File: src/rtl/fw_meter.sv
// fw_meter: recovers a DDFS tuning word by counting rising edges of the
// sample MSB over a gate window of exactly 2^N clock cycles.
module fw_meter #(
   parameter int N = 10,
   parameter int M = 4
) (
   input  logic         clk,
   input  logic         rst,
   input  logic [M-1:0] sine,
   input  logic         start,
   input  logic         ack,
   input  logic         cont,
   output logic [N-1:0] fw_est,
   output logic         valid,
   output logic         busy
);
   typedef enum logic [1:0] {IDLE, ARM, GATE, DONE} state_t;
   localparam logic [N:0] GLAST = {1'b0, {N{1'b1}}};
   state_t state;
   logic s_q, s_prev, rise;
   logic [N:0] gcnt;
   logic [N-1:0] ecnt, ecnt_nxt;
   assign rise = s_q & ~s_prev;
   // saturate so the count can never wrap back through zero
   assign ecnt_nxt = (rise && ecnt != {N{1'b1}}) ? ecnt + N'(1) : ecnt;
   always_ff @(posedge clk) begin
      if (rst) begin
         state  <= IDLE;
         s_q    <= 1'b0;
         s_prev <= 1'b0;
         gcnt   <= '0;
         ecnt   <= '0;
         fw_est <= '0;
         valid  <= 1'b0;
         busy   <= 1'b0;
      end else begin
         s_q    <= sine[M-1];
         s_prev <= s_q;
         case (state)
            IDLE: if (start) begin
               state <= ARM;
               busy  <= 1'b1;
            end
            ARM: begin
               ecnt  <= '0;
               gcnt  <= '0;
               state <= GATE;
            end
            GATE: begin
               gcnt <= gcnt + (N+1)'(1);
               ecnt <= ecnt_nxt;
               // the final window edge is folded straight into the result
               if (gcnt == GLAST) begin
                  state  <= DONE;
                  fw_est <= ecnt_nxt;
                  valid  <= 1'b1;
                  busy   <= 1'b0;
               end
            end
            DONE: if (cont || (ack && start)) begin
               state <= ARM;
               valid <= 1'b0;
               busy  <= 1'b1;
            end else if (ack) begin
               state <= IDLE;
               valid <= 1'b0;
            end
            default: state <= IDLE;
         endcase
      end
   end
endmodule

File: config.mk
export PLATFORM = sky130hd
export DESIGN_NAME = fw_meter
export DESIGN_NICKNAME = d
export VERILOG_FILES = /design/src/rtl/fw_meter.sv
export SDC_FILE = /design/constraint.sdc
export NUM_CORES = 1
export LEC_CHECK = 0
export ABC_AREA = 1
export CORE_MARGIN = 2
export CORE_UTILIZATION = 60
export CTS_CLUSTER_DIAMETER = 30
export CTS_CLUSTER_SIZE = 16
export DETAILED_ROUTE_END_ITERATION = 12
export MAX_ROUTING_LAYER = met4
export PLACE_DENSITY = 0.89
export SETUP_SLACK_MARGIN = 0.4
export SLEW_MARGIN = 20
export SYNTH_ARGS = -nofsm -noshare
export SYNTH_HDL_FRONTEND = slang
export SYNTH_SLANG_ARGS = --single-unit
File: constraint.sdc
create_clock -name clk -period 2.6 [get_ports clk]
set_input_delay 0.52 -clock clk [delete_from_list [all_inputs] [get_ports clk]]
set_output_delay 0.52 -clock clk [all_outputs]
set_load 0.1 [all_outputs]
==> results of run 1 <==
[cells in the mapped netlist, types with 3 or more instances]
cell,n
o21ai_0,7
nor3_1,4
nand4_1,3
dfxtp_1,37
nor2_1,21
o21ai_1,4
nand2_1,78
nand3_1,22
a21oi_1,31
nand2_2,3
nand3b_1,4
inv_1,43
ha_1,6
[registers in the layout, summed over array words and instances (netlist names)]
signal  cells
s_q         1
ecnt       10
valid       1
gcnt       11
fw_est     10
state       2
s_prev      1
busy        1
[metrics by stage]
stage | util [%] | instances | setup slack [ps] | hold slack, ps
4_1_cts | 70.0 | 349 | 603 | 430
6_report | 70.1 | 349 | 666 | 428
2_1_floorplan | - | 286 | 965 | 403
3_5_place_dp | 68.2 | 341 | 613 | 411
5_1_grt | 70.1 | 349 | 443 | 482
3_3_place_gp | 68.2 | 341 | 702 | 407
[power groups by stage]
| stage | logic [mW] | registers [mW] | clock network [mW] |
|---|---|---|---|
| 6_report | 0.390 | 0.616 | 0.302 |
| 5_1_grt | 0.440 | 0.619 | 0.329 |
| 2_1_floorplan | 0.261 | 0.666 | 0 |
| 3_5_place_dp | 0.385 | 0.629 | 0 |
| 4_1_cts | 0.386 | 0.616 | 0.306 |
| 3_3_place_gp | 0.371 | 0.628 | 0 |
[cells by family (layout without fill, tap and decap cells)]
kind of cell	Yosys count	after routing	synth area share (%)
DFF	37	37	38.4
buffers and inverters	52	71	11.4
xor gates and xnor gates	1	1	0.455
AOI/OAI and AO/OA	47	47	13.1
and+or+nand+nor	143	143	32.8
adders and majority gates	6	6	3.90
[final cells by class]
| class | instances | area [µm²] | share of cell area (%) |
|---|---|---|---|
| repair buffers | 19 | 155 | 7.25 |
| flip-flops and latches | 37 | 741 | 34.6 |
| clock inverters | 3 | 17.5 | 0.818 |
| clock buffers | 5 | 37.5 | 1.75 |
| well taps | 44 | 55.1 | 2.57 |
| multi-input cells | 197 | 970 | 45.3 |
| inverters | 44 | 165 | 7.71 |
[worst max-delay path: stages, from the launching register on]
cell and delay (ps):
dfxtp_1 420, inv_1 100, ha_1 400, inv_1 260
nor2_2 240, nand3_1 110, nor2_1 140, nand2_1 60
nand2_1 50, nor2_1 40
[worst max path at each step]
| stage | startpoint | to | depth (start not counted) |
|---|---|---|---|
| 3_5_place_dp | state[0] | gcnt[10] | 9 |
| 5_1_grt | state[0] | gcnt[9] | 11 |
| 6_report | state[0] | gcnt[10] | 9 |
| 4_1_cts | state[0] | gcnt[10] | 9 |
| 2_1_floorplan | state[0] | gcnt[9] | 11 |
| 3_3_place_gp | rst | gcnt[4] | 4 |
[routing by layer]
metal / global-route usage (%) / wire length (µm)
met4: 7.45 / 74
met5: - / 0
met3: 6.40 / 170
met1: 30.1 / 1730
met2: 35.5 / 1580
==> results.sh, run 1 <==
export IMPL_core_mm2=0.00305
export IMPL_clkTransAtPathRegs_ps=120
export IMPL_final_cell_area_mm2=0.00214
export IMPL_io_buffers=17
export IMPL_gp_congestion=0.866
export IMPL_ys_async_sr_fraction_pct=0
export IMPL_synthFlopType="dfxtp_1"
export IMPL_setup_viol=0
export IMPL_cp_start_kind="flip-flop"
export IMPL_top_level_ports=21
export IMPL_reg2reg_slack_ps=670
export IMPL_synth_seq_area_share_pct=38.4
export IMPL_rr_endpoint="gcnt[10]"
export IMPL_synth_top_area_share_pct=38.4
export IMPL_antenna_found_initial=0
export IMPL_insertion_delay_ps=350
export IMPL_postCtsHoldBufs=0
export IMPL_whs_path_depth=2
export IMPL_crit_arrival_ps=2200
export IMPL_area_delta_synth_final_pct=11.1
export IMPL_post_cts_repair_setup_buffers=0
export IMPL_hold_start="s_q"
export IMPL_n_fill_cell=270
export IMPL_via_count=1741
export IMPL_grt_pass1_wl_um=6320
export IMPL_rows=20
export IMPL_postPlaceCellArea_mm2=0.00208
export IMPL_pwr_share_clk_pct=23.1
export IMPL_power_switching_share_pct=38.5
export IMPL_leakagePower_nw=0.960
export IMPL_drc=0
export IMPL_status="finished, final reports clean"
export IMPL_path_class="flip-flop to flip-flop"
export IMPL_grt_util_all_layers_pct=23.3
export IMPL_cts_buffers=5
export IMPL_netlist_cell_type_count=31
export IMPL_worstPathRequired_ps=2860
export IMPL_most_common_layout_cells="nand2_1, inv_1, dfxtp_1, a21oi_1, nand3_1"
export IMPL_fin_crit_sh_pct=74.4
export IMPL_peakVddDrop_mv=0.384
export IMPL_yosys_top_cells_area="dfxtp_1, nand2_1, inv_1, a21oi_1, nand3_1"
export IMPL_hold_class="flip-flop to flip-flop"
export IMPL_cp_end_kind="flip-flop"
export IMPL_grt_max_degree=19
export IMPL_finalPower_mw=1.31
export IMPL_dp_hpwl_um=2570
export IMPL_fin_tns_setup_ps=0
export IMPL_cts_repair_resized=0
export IMPL_diodes=0
export IMPL_layout_cells_most_common="nand2_1"
export IMPL_start_util_pct=63.1
export IMPL_cp_max_fo=13
export IMPL_worstMarginPinSlew_ps=524
export IMPL_sequentialPowerShare_pct=47.1
export IMPL_drt_antenna_violating_nets=0
export IMPL_h_tree_depth=2
export IMPL_power_density_mw_per_mm2=611
export IMPL_grt_overflow_total=0
export IMPL_p_sw_mw=0.504
export IMPL_die_w_um=60.7
export IMPL_slew_headroom_pct=65.1
export IMPL_rsz0062_at_grt="no"
export IMPL_combPwrFrac_pct=29.8
export IMPL_timing_fmax_ghz=0.517
export IMPL_syn_nets=301
export IMPL_tritoncts="yes"
export IMPL_slew_violations=0
export IMPL_fin_skew_ps=13.0
export IMPL_netlist_area_mm2=0.00193
export IMPL_p_int_mw=0.804
export IMPL_first_global_vias=1527
export IMPL_vias_per_cell=4.99
export IMPL_wl_per_cell_um=10.2
export IMPL_hold_viol=0
export IMPL_dr_pass1_iters=4
export IMPL_ys_ff_latch=37
export IMPL_layout_drive_gt1_share_pct=11.5
export IMPL_postSynthCellCount=286
export IMPL_die_area_mm2=0.00368
export IMPL_clockBufferDepth=2
export IMPL_wl_um=3550
export IMPL_cap_violations=0
export IMPL_drt_iter0_markers=96
export IMPL_root_buffer="clkbuf_4"
export IMPL_clock_sinks=37
export IMPL_die_y_um=60.7
export IMPL_post_route_min_period_ps=1930
export IMPL_yosysWarnings=0
export IMPL_r2r_start="state[0]"
export IMPL_nets=319
export IMPL_holdPathEnd="s_prev"
export IMPL_yosysTopAreaCell="dfxtp_1"
export IMPL_rr_worst_depth=9
export IMPL_avgSynthCellArea_um2=6.74
export IMPL_synth_edf_count=0
Power figures use the tool's default switching activity.
==> run 2, diff against run 1 <==
--- a/config.mk
+++ b/config.mk
@@ -7,12 +7,12 @@
 export LEC_CHECK = 0
 export ABC_AREA = 1
 export CORE_MARGIN = 2
-export CORE_UTILIZATION = 60
+export CORE_UTILIZATION = 55
 export CTS_CLUSTER_DIAMETER = 30
 export CTS_CLUSTER_SIZE = 16
 export DETAILED_ROUTE_END_ITERATION = 12
 export MAX_ROUTING_LAYER = met4
-export PLACE_DENSITY = 0.89
+export PLACE_DENSITY = 0.83
 export SETUP_SLACK_MARGIN = 0.4
 export SLEW_MARGIN = 20
 export SYNTH_ARGS = -nofsm -noshare
==> constraint.sdc (replaced) <==
create_clock -name clk -period 1.8 [get_ports clk]
set_input_delay 0.36 -clock clk [delete_from_list [all_inputs] [get_ports clk]]
set_output_delay 0.36 -clock clk [all_outputs]
set_load 0.1 [all_outputs]
==> run 2 against run 1 <==
Effect of this change:
- fmax rose by 20%
- global-route usage rose by 2.3 points
- critical path depth decreased by 1
- utilization increased by 20 points
- cell area rose by 42%
- critical endpoint is now fw_est[4]
==> results.sh, run 2 (synthesized netlist as in run 1, its figures left out) <==
export IMPL_die_area_mm2=0.00399
export IMPL_die_w_um=63.2
export IMPL_slew_headroom_pct=68.7
export IMPL_top_level_ports=21
export IMPL_peakVddDrop_mv=0.550
export IMPL_fin_skew_ps=15.6
export IMPL_worstPathRequired_ps=2070
export IMPL_clkTransAtPathRegs_ps=120
export IMPL_timing_fmax_ghz=0.621
export IMPL_worstMarginPinSlew_ps=469
export IMPL_combPwrFrac_pct=43.3
export IMPL_insertion_delay_ps=360
export IMPL_n_fill_cell=127
export IMPL_postPlaceCellArea_mm2=0.00235
export IMPL_clockBufferDepth=2
export IMPL_sequentialPowerShare_pct=38.1
export IMPL_area_delta_synth_final_pct=57.6
export IMPL_drc=0
export IMPL_clock_sinks=37
export IMPL_utilization_pct=90.3
export IMPL_vias_per_cell=6.07
export IMPL_h_tree_depth=2
export IMPL_dp_hpwl_um=2790
export IMPL_most_common_layout_cells="nand2_1, inv_1, buf_4, dfxtp_1, nand2_2"
export IMPL_crit_chain="nand2_1, nor3_4, nand3_4, inv_4, buf_6, nand2_1, nand2_1, inv_1"
export IMPL_slowest_stage="dfxtp_1"
export IMPL_rows=21
export IMPL_gp_congestion=0.869
export IMPL_pwr_share_clk_pct=18.6
export IMPL_hold_start="s_q"
export IMPL_path_buf_inv=3
export IMPL_core_mm2=0.00336
export IMPL_largestRegisters="gcnt (11), ecnt (10), fw_est (10)"
export IMPL_dr_pass1_iters=8
export IMPL_first_global_vias=1770
export IMPL_reg2reg_slack_ps=190
export IMPL_drt_iter0_markers=245
export IMPL_r2r_start="gcnt[9]"
export IMPL_path_class="flip-flop to flip-flop"
export IMPL_grt_max_degree=13
export IMPL_p_int_mw=1.42
export IMPL_critical_path_max_stage_delay_ps=430
export IMPL_grt_overflow_total=0
export IMPL_nets=359
export IMPL_post_route_min_period_ps=1610
export IMPL_power_switching_share_pct=40.3
export IMPL_largest_reg_flops=11
export IMPL_fin_crit_sh_pct=89.5
export IMPL_hold_class="flip-flop to flip-flop"
export IMPL_cp_max_fo=6
export IMPL_stdcell_count=391
export IMPL_critPathMostFrequentCell="nand2_1"
export IMPL_setup_viol=0
export IMPL_die_y_um=63.2
export IMPL_rr_endpoint="fw_est[4]"
export IMPL_cts_buffers=5
export IMPL_wl_per_cell_um=18.8
export IMPL_io_buffers=17
export IMPL_rr_worst_depth=8
export IMPL_start_util_pct=57.3
export IMPL_rsz0062_at_grt="yes"
export IMPL_tritoncts="yes"
export IMPL_wl_um=7370
export IMPL_fin_tns_setup_ps=0
export IMPL_placedCellCount=352
export IMPL_hold_ws_ps=430
export IMPL_diodes=0
export IMPL_cp_start_kind="flip-flop"
export IMPL_largest_register="gcnt"
export IMPL_drt_antenna_violating_nets=0
export IMPL_leakagePower_nw=1.28
export IMPL_root_buffer="clkbuf_4"
export IMPL_p_sw_mw=0.960
export IMPL_holdPathEnd="s_prev"
export IMPL_power_density_mw_per_mm2=785
export IMPL_cp_end_kind="flip-flop"
export IMPL_status="finished, final reports clean"
export IMPL_final_cell_area_mm2=0.00304
export IMPL_grt_pass1_wl_um=8010
export IMPL_crit_family="simple AND/OR/NAND/NOR gates"
export IMPL_slew_violations=0
export IMPL_crit_arrival_ps=1880
export IMPL_via_count=2375
export IMPL_layout_cells_most_common="nand2_1"
export IMPL_whs_path_depth=2
export IMPL_hold_viol=0
export IMPL_layout_drive_gt1_share_pct=44.3
export IMPL_grt_util_all_layers_pct=25.7
export IMPL_antenna_found_initial=0
export IMPL_cap_violations=0
-- run 2: cell types whose count changed in the layout (fill, tap and decap cells not counted), moves of 8 or more --
cell / before / now
a21oi_1: 31 / 20
a21oi_2: 1 / 9
buf_12: 0 / 12
buf_4: 14 / 30
buf_6: 0 / 9
dfxtp_1: 37 / 28
inv_1: 43 / 35
nand2_1: 78 / 56
nand2_2: 3 / 21
nand3_1: 22 / 11
nand3_2: 1 / 10
-- run 2: power by group through the flow --
stage,Combinational (mW),Clock (mW),Sequential [mW]
after global placement,0.661,0,0.923
final,1.03,0.444,0.908
after detailed placement,0.670,0,0.925
after CTS,0.775,0.428,0.892
after global routing,1.07,0.484,0.909
after floorplan,0.434,0,0.974
-- run 2: metrics by stage --
step                      total power [mW]  setup slack [ps]
after floorplan                       1.41               284
after detailed placement              1.59               170
after CTS                             2.09               317
after global routing                  2.47               146
final                                 2.38               189
after global placement                1.58               179
-- run 2: routing by layer --
layer / track usage (%) / part of all wire [%] / wire, µm
met1: 31.2 / 38 / 2830
met2: 42.2 / 47 / 3470
met3: 4.46 / 9.5 / 701
met4: 10.6 / 5.0 / 369
met5: - / 0 / 0
-- run 2: tightest hold or removal path: stages, from the launching register on --
cell and delay (ps):
dfxtp_1 320, inv_1 50, nor2_1 30
-- run 2: final cells by class --
| cell class | count | area [µm²] | share of cell area [%] |
|---|---|---|---|
| Inverter | 44 | 179 | 5.89 |
| Sequential cell | 37 | 759 | 25.0 |
| Clock buffer | 8 | 48.8 | 1.61 |
| Multi-Input combinational cell | 197 | 1330 | 43.7 |
| Timing Repair Buffer | 58 | 657 | 21.6 |
| Tap cell | 46 | 57.6 | 1.90 |
| Timing Repair inverter | 1 | 7.51 | 0.247 |
-- run 2: what timing repair did --
item,in CTS,in global routing
endpoints found under the setup margin,28,34
gates resized for setup,22,89
hold buffers,0,0
setup buffers,15,14
pin swaps,11,29
gates cloned,0,2
-- run 2: worst max path at each step --
stage                 to     start  cells after the start
6_report       fw_est[4]   gcnt[9]                      8
3_3_place_gp    state[1]       ack                      7
4_1_cts          gcnt[9]  state[0]                     11
5_1_grt        fw_est[4]   gcnt[9]                      8
2_1_floorplan    gcnt[9]  state[0]                     11
3_5_place_dp     gcnt[9]  state[0]                     11
